<file path="config.mk">
export PLATFORM = sky130hd
export DESIGN_NAME = frame_packer_flat
export DESIGN_NICKNAME = d
export VERILOG_FILES = /design/src/rtl/frame_packer_if.sv /design/src/rtl/frame_packer.sv /design/src/flat_wrapper.sv
export SDC_FILE = /design/constraint.sdc
export NUM_CORES = 1
export LEC_CHECK = 0
export ABC_CLOCK_PERIOD_IN_PS = 1900
export CAP_MARGIN = 20
export CELL_PAD_IN_SITES_DETAIL_PLACEMENT = 1
export CELL_PAD_IN_SITES_GLOBAL_PLACEMENT = 1
export CORE_MARGIN = 4
export CORE_UTILIZATION = 30
export CTS_CLUSTER_SIZE = 10
export DETAILED_ROUTE_END_ITERATION = 8
export PLACE_DENSITY = 0.69
export SLEW_MARGIN = 25
export SYNTH_ARGS = -nofsm -noshare
export SYNTH_HDL_FRONTEND = slang
export SYNTH_SLANG_ARGS = --single-unit
</file>
<file path="constraint.sdc">
create_clock -name clk -period 1.9 [get_ports clk]
set_clock_uncertainty 0.05 [all_clocks]
set_input_delay 0.38 -clock clk [delete_from_list [all_inputs] [get_ports clk]]
set_output_delay 0.38 -clock clk [all_outputs]
set_load 0.1 [all_outputs]
</file>
<file path="src/rtl/frame_packer_if.sv">
// Stream bundle for frame_packer: show-ahead buffer pop side plus framed valid/ready output.
// master = packer view, slave = buffer/sink view.
interface frame_packer_if #(
  parameter int DATA_WIDTH = 32
);
  logic [DATA_WIDTH-1:0] in_data;
  logic                  in_valid;
  logic                  in_rd_en;
  logic [DATA_WIDTH-1:0] out_data;
  logic                  out_valid;
  logic                  out_ready;
  logic                  out_sof;
  logic                  out_eof;

  modport master (
    input  in_data, in_valid, out_ready,
    output in_rd_en, out_data, out_valid, out_sof, out_eof
  );

  modport slave (
    output in_data, in_valid, out_ready,
    input  in_rd_en, out_data, out_valid, out_sof, out_eof
  );
endinterface

</file>
<file path="src/rtl/frame_packer.sv">
// Packs show-ahead buffer words into header + FRAME_LEN payload frames on a valid/ready stream.
// Define FRAME_PACKER_CHECKSUM_EN to append a payload-sum trailer word to every frame.
module frame_packer #(
  parameter int             DATA_WIDTH = 32,
  parameter int             FRAME_LEN  = 4,
  parameter logic [7:0]     SYNC_BYTE  = 8'hA5
) (
  input  logic          clk,
  input  logic          rst_n,
  frame_packer_if.master bus,
  output logic [7:0]    frame_seq,
  output logic          busy
);
  localparam logic [15:0] LEN16 = 16'(FRAME_LEN);
  localparam logic [15:0] LAST  = 16'(FRAME_LEN - 1);

`ifdef FRAME_PACKER_CHECKSUM_EN
  typedef enum logic [1:0] {IDLE, PAYLOAD, TRAILER} state_t;
  logic [DATA_WIDTH-1:0] r_acc;
`else
  typedef enum logic [0:0] {IDLE, PAYLOAD} state_t;
`endif

  state_t                r_state;
  logic [15:0]           r_cnt;
  logic [7:0]            r_seq;
  logic [DATA_WIDTH-1:0] r_data;
  logic                  r_valid;
  logic                  r_sof;
  logic                  r_eof;

  logic                  w_load;
  logic                  w_pop;
  logic                  w_last;
  logic [DATA_WIDTH-1:0] w_header;

  // Output register may advance when empty or when the sink takes the current word.
  assign w_load   = !r_valid || bus.out_ready;
  assign w_pop    = (r_state == PAYLOAD) && bus.in_valid && w_load;
  assign w_last   = (r_cnt == LAST);
  assign w_header = DATA_WIDTH'({SYNC_BYTE, r_seq, LEN16});

  always_ff @(posedge clk or negedge rst_n) begin
    if (!rst_n) begin
      r_state <= IDLE;
      r_cnt   <= '0;
      r_seq   <= '0;
      r_data  <= '0;
      r_valid <= 1'b0;
      r_sof   <= 1'b0;
      r_eof   <= 1'b0;
`ifdef FRAME_PACKER_CHECKSUM_EN
      r_acc   <= '0;
`endif
    end else begin
      case (r_state)
        IDLE: begin
          if (w_load) begin
            if (bus.in_valid) begin
              r_data  <= w_header;
              r_valid <= 1'b1;
              r_sof   <= 1'b1;
              r_eof   <= 1'b0;
              r_state <= PAYLOAD;
            end else begin
              r_valid <= 1'b0;
            end
          end
        end
        PAYLOAD: begin
          if (w_pop) begin
            r_data  <= bus.in_data;
            r_valid <= 1'b1;
            r_sof   <= 1'b0;
            r_cnt   <= r_cnt + 16'd1;
`ifdef FRAME_PACKER_CHECKSUM_EN
            r_acc   <= r_acc + bus.in_data;
`endif
            if (w_last) begin
              r_cnt   <= '0;
`ifdef FRAME_PACKER_CHECKSUM_EN
              r_eof   <= 1'b0;
              r_state <= TRAILER;
`else
              r_eof   <= 1'b1;
              r_seq   <= r_seq + 8'd1;
              r_state <= IDLE;
`endif
            end else begin
              r_eof   <= 1'b0;
            end
          end else if (w_load) begin
            // Buffer ran dry: emit a bubble rather than a filler word.
            r_valid <= 1'b0;
          end
        end
`ifdef FRAME_PACKER_CHECKSUM_EN
        TRAILER: begin
          if (w_load) begin
            r_data  <= r_acc;
            r_valid <= 1'b1;
            r_sof   <= 1'b0;
            r_eof   <= 1'b1;
            r_acc   <= '0;
            r_cnt   <= '0;
            r_seq   <= r_seq + 8'd1;
            r_state <= IDLE;
          end
        end
`endif
        default: r_state <= IDLE;
      endcase
    end
  end

  assign bus.in_rd_en  = w_pop;
  assign bus.out_data  = r_data;
  assign bus.out_valid = r_valid;
  assign bus.out_sof   = r_sof;
  assign bus.out_eof   = r_eof;
  assign frame_seq     = r_seq;
  assign busy          = (r_state != IDLE);
endmodule
</file>
<file path="src/flat_wrapper.sv">
// flat-port wrapper written by rule: the top's interface ports become plain ports
module frame_packer_flat 
#(
  parameter int             DATA_WIDTH = 32,
  parameter int             FRAME_LEN  = 4,
  parameter logic [7:0]     SYNC_BYTE  = 8'hA5
)
  (clk, rst_n, frame_seq, busy, bus_in_data, bus_in_valid, bus_out_ready, bus_in_rd_en, bus_out_data, bus_out_valid, bus_out_sof, bus_out_eof);
  frame_packer_if #(.DATA_WIDTH(DATA_WIDTH)) bus_i ();
  input  logic clk;
  input  logic rst_n;
  output logic [7:0] frame_seq;
  output logic busy;
  input wire logic [$bits(bus_i.in_data)-1:0] bus_in_data;
  input wire logic [$bits(bus_i.in_valid)-1:0] bus_in_valid;
  input wire logic [$bits(bus_i.out_ready)-1:0] bus_out_ready;
  output wire logic [$bits(bus_i.in_rd_en)-1:0] bus_in_rd_en;
  output wire logic [$bits(bus_i.out_data)-1:0] bus_out_data;
  output wire logic [$bits(bus_i.out_valid)-1:0] bus_out_valid;
  output wire logic [$bits(bus_i.out_sof)-1:0] bus_out_sof;
  output wire logic [$bits(bus_i.out_eof)-1:0] bus_out_eof;
  assign bus_i.in_data = bus_in_data;
  assign bus_i.in_valid = bus_in_valid;
  assign bus_i.out_ready = bus_out_ready;
  assign bus_in_rd_en = bus_i.in_rd_en;
  assign bus_out_data = bus_i.out_data;
  assign bus_out_valid = bus_i.out_valid;
  assign bus_out_sof = bus_i.out_sof;
  assign bus_out_eof = bus_i.out_eof;
  frame_packer #(.DATA_WIDTH(DATA_WIDTH), .FRAME_LEN(FRAME_LEN), .SYNC_BYTE(SYNC_BYTE)) u_core (.clk(clk), .rst_n(rst_n), .bus(bus_i), .frame_seq(frame_seq), .busy(busy));
endmodule
</file>
==> metrics <==
Tmin final 1.80 ns; area of the multi-input gates 0.00102 mm²; WL/cell 16.7 µm; Fin Setup TNS 0 ns; WP data required 1.47 ns; top_reg_cell synth dfrtp_1; Max Freq 557 MHz; Finished Cell Area 0.00431 mm²; starting density of the core 0.310; WP data arrival 1.37 ns; Final #Nets 347; # DRC 0; vias in the first global route 2250; final hold vios 0; CTS sink count 60; mapped cell area 0.00256 mm²; Fillers 838; Worst slew margin 0.682; global route overflow 0; antenna diode count 0; Async SR Flop Fraction 1.00; distinct cell type count after synthesis 37; Post-synth top cells dfrtp_1 (60), a22o_1 (19), nand2_1 (19), xnor2_1 (14), nand3_1 (12); width of the chip 100 µm; maximum vdd ir drop 0.706 mV; number of flops mapped to enable cells by yosys 0; Routed Antenna Nets 0; CTS Buf Count 9; Cell Int Power 2960 µW; Seq cells post-synth 60; placed cell areas 0.00406 mm²; YS warnings 0; H-tree Lvls 3; leakage power 0.00201 µW; Net Sw Power 1930 µW; Clk pwr share 0.261; Tot GR Track Use 0.150; post-DP HPWL 5370 µm; sequential power share 0.343; IO Pins 81; CP Max Fanout 12; proportion of layout cells with a drive suffix above 1 0.303; Worst-Skew Late Latency 0.33 ns; CTS tree built; kind of critical path reg2out; largest cells by area after synthesis dfrtp_1 (59%), a22o_1 (6.5%), xnor2_1 (4.8%); FF/Latch Area 0.00151 mm²; Cells after Synth 206; initial drt markers 82; Die Y 100 µm; P&R area growth vs syn 68.1%; die area 0.0101 mm²; pin slew with the least headroom to its limit 0.478 ns; HP Class in2reg; Core Rows 33; routability cong. 0.797; Crit. End Element primary output; initial antenna violation count 0; first-pass GRT wire length 11700 µm; Switching Share 0.395; post-synthesis sequential area ratio 0.586; Syn Area/Cell 12.4 µm²; vias per std cell 4.84; RSZ-0062 raised after global routing no; Pre-antenna DRT Iters 4; clock slew at reported path FFs 0.07 ns; Mapped Nets 244; largest area contributor in the netlist dfrtp_1; crit start category flop; clock root cell clkbuf_8; final wirelength 7020 µm; Vias 2028; Synth top area share 0.586; Port Buffers 80; largest net degree at the start of global routing 37; Core Area 0.00826 mm²; status finished, final reports clean; Pwr per Cell Area 1130 mW/mm²; top-count cell post-synth dfrtp_1; Comb power frac 0.396; Longest Clk Path Bufs 2; Power Total 4890 µW; Final period util 0.946; max cap viols 0; Finish-stage setup viols 0; max-slew violation count 0
==> routing by layer <==
metal | up-vias | GRT usage | routed length, µm
met4 | 0 | 0.0715 | 140
met1 | 1018 | 0.194 | 2990
met5 | - | 0 | 0
met3 | 9 | 0.0354 | 366
li1 | 952 | - | -
met2 | 49 | 0.238 | 3530
==> worst max-delay path, cell delays in order (launching register included) <==
cell and delay, ns:
dfrtp_4 0.58, nand3_4 0.16, inv_4 0.11, buf_12 0.17
==> area by class of cell <==
cell class | count | share of cell area
multi-input combinational | 136 | 0.236
clock buffer | 11 | 0.0328
inverter | 2 | 0.00232
clock inverter | 5 | 0.0174
tap | 105 | 0.0305
timing repair buffer | 100 | 0.331
sequential | 60 | 0.349
==> cells in the final DEF (no fill, tap or decap), types with 2 or more instances in the layout <==
cell type        count
and3_1               4
nor3_2               2
o22a_1               5
nor4_1               3
o21ai_0              9
ha_1                 2
a21o_1               2
buf_12              47
nand3_1             12
and4_1               2
nor3_1               4
nand4_1              4
buf_4               17
nor4_4               2
nand2_1             19
nor2_1               5
a22o_1              19
mux2i_1              8
clkdlybuf4s50_1     32
nor4_2               2
clkbuf_8            10
xor2_1               6
xnor2_1             14
clkinv_2             3
dfrtp_1             58
dlymetal6s2s_1       2
bufinv_16            2
==> path summary, 6_finish.rpt <==
kind | start | end | slack, ns | cells after the start
max | u_core.busy | bus_in_rd_en | 0.10 | 3
min | bus_in_valid | u_core.bus.out_valid | 0.39 | 2
max reg2reg | u_core.r_cnt[0] | u_core.frame_seq[3] | 0.22 | 6
min reg2reg | u_core.r_cnt[1] | u_core.r_cnt[1] | 0.47 | 2
max in group asynchronous | rst_n | u_core.bus.out_valid | 0.74 | 3
min in group asynchronous | rst_n | u_core.bus.out_eof | 0.49 | 2
==> power by group through the flow <==
stage	Clock [µW]	Sequential [µW]	Combinational, µW
floorplan	0	2450	345
global placement	0	1700	1930
detailed placement	0	1700	1950
CTS	1320	1680	1960
global route	1390	1710	2020
finish	1280	1680	1940
==> sequential cells by signal, indices dropped and copies added (netlist names) <==
| name | cells |
|---|---|
| u_core.bus.out_data | 32 |
| u_core.r_cnt | 16 |
| u_core.bus.out_sof | 1 |
| u_core.busy | 1 |
| u_core.bus.out_valid | 1 |
| u_core.bus.out_eof | 1 |
| u_core.frame_seq | 8 |
==> stage by stage <==
stage               instances  hold WS [ns]  worst slack [ns]  utilization
CTS                       418         0.471            0.0177        0.520
global route              419         0.396            0.0313        0.522
finish                    419         0.392             0.103        0.522
detailed placement        401         0.307            -0.161        0.492
global placement          401         0.307           -0.0526        0.492
floorplan                 206        0.0344            0.0119            -
==> what timing repair did <==
action	in CTS	in global routing
endpoints found under the hold margin	15	0
setup endpoints to repair	1	1
hold buffers	1	0
resized for setup	2	2
setup buffers	0	1
==> cells by family (layout without fill, tap and decap cells) <==
| group | Yosys count | after routing | share of synthesized area |
|---|---|---|---|
| buffers and inverters | 10 | 118 | 0.0205 |
| adders and majority gates | 2 | 2 | 0.00976 |
| muxes | 9 | 9 | 0.0356 |
| AOI/OAI and AO/OA | 35 | 35 | 0.105 |
| DFF | 60 | 60 | 0.586 |
| xor gates and xnor gates | 20 | 20 | 0.0683 |
| and+or+nand+nor | 70 | 70 | 0.175 |
Power figures use the tool's default switching activity.
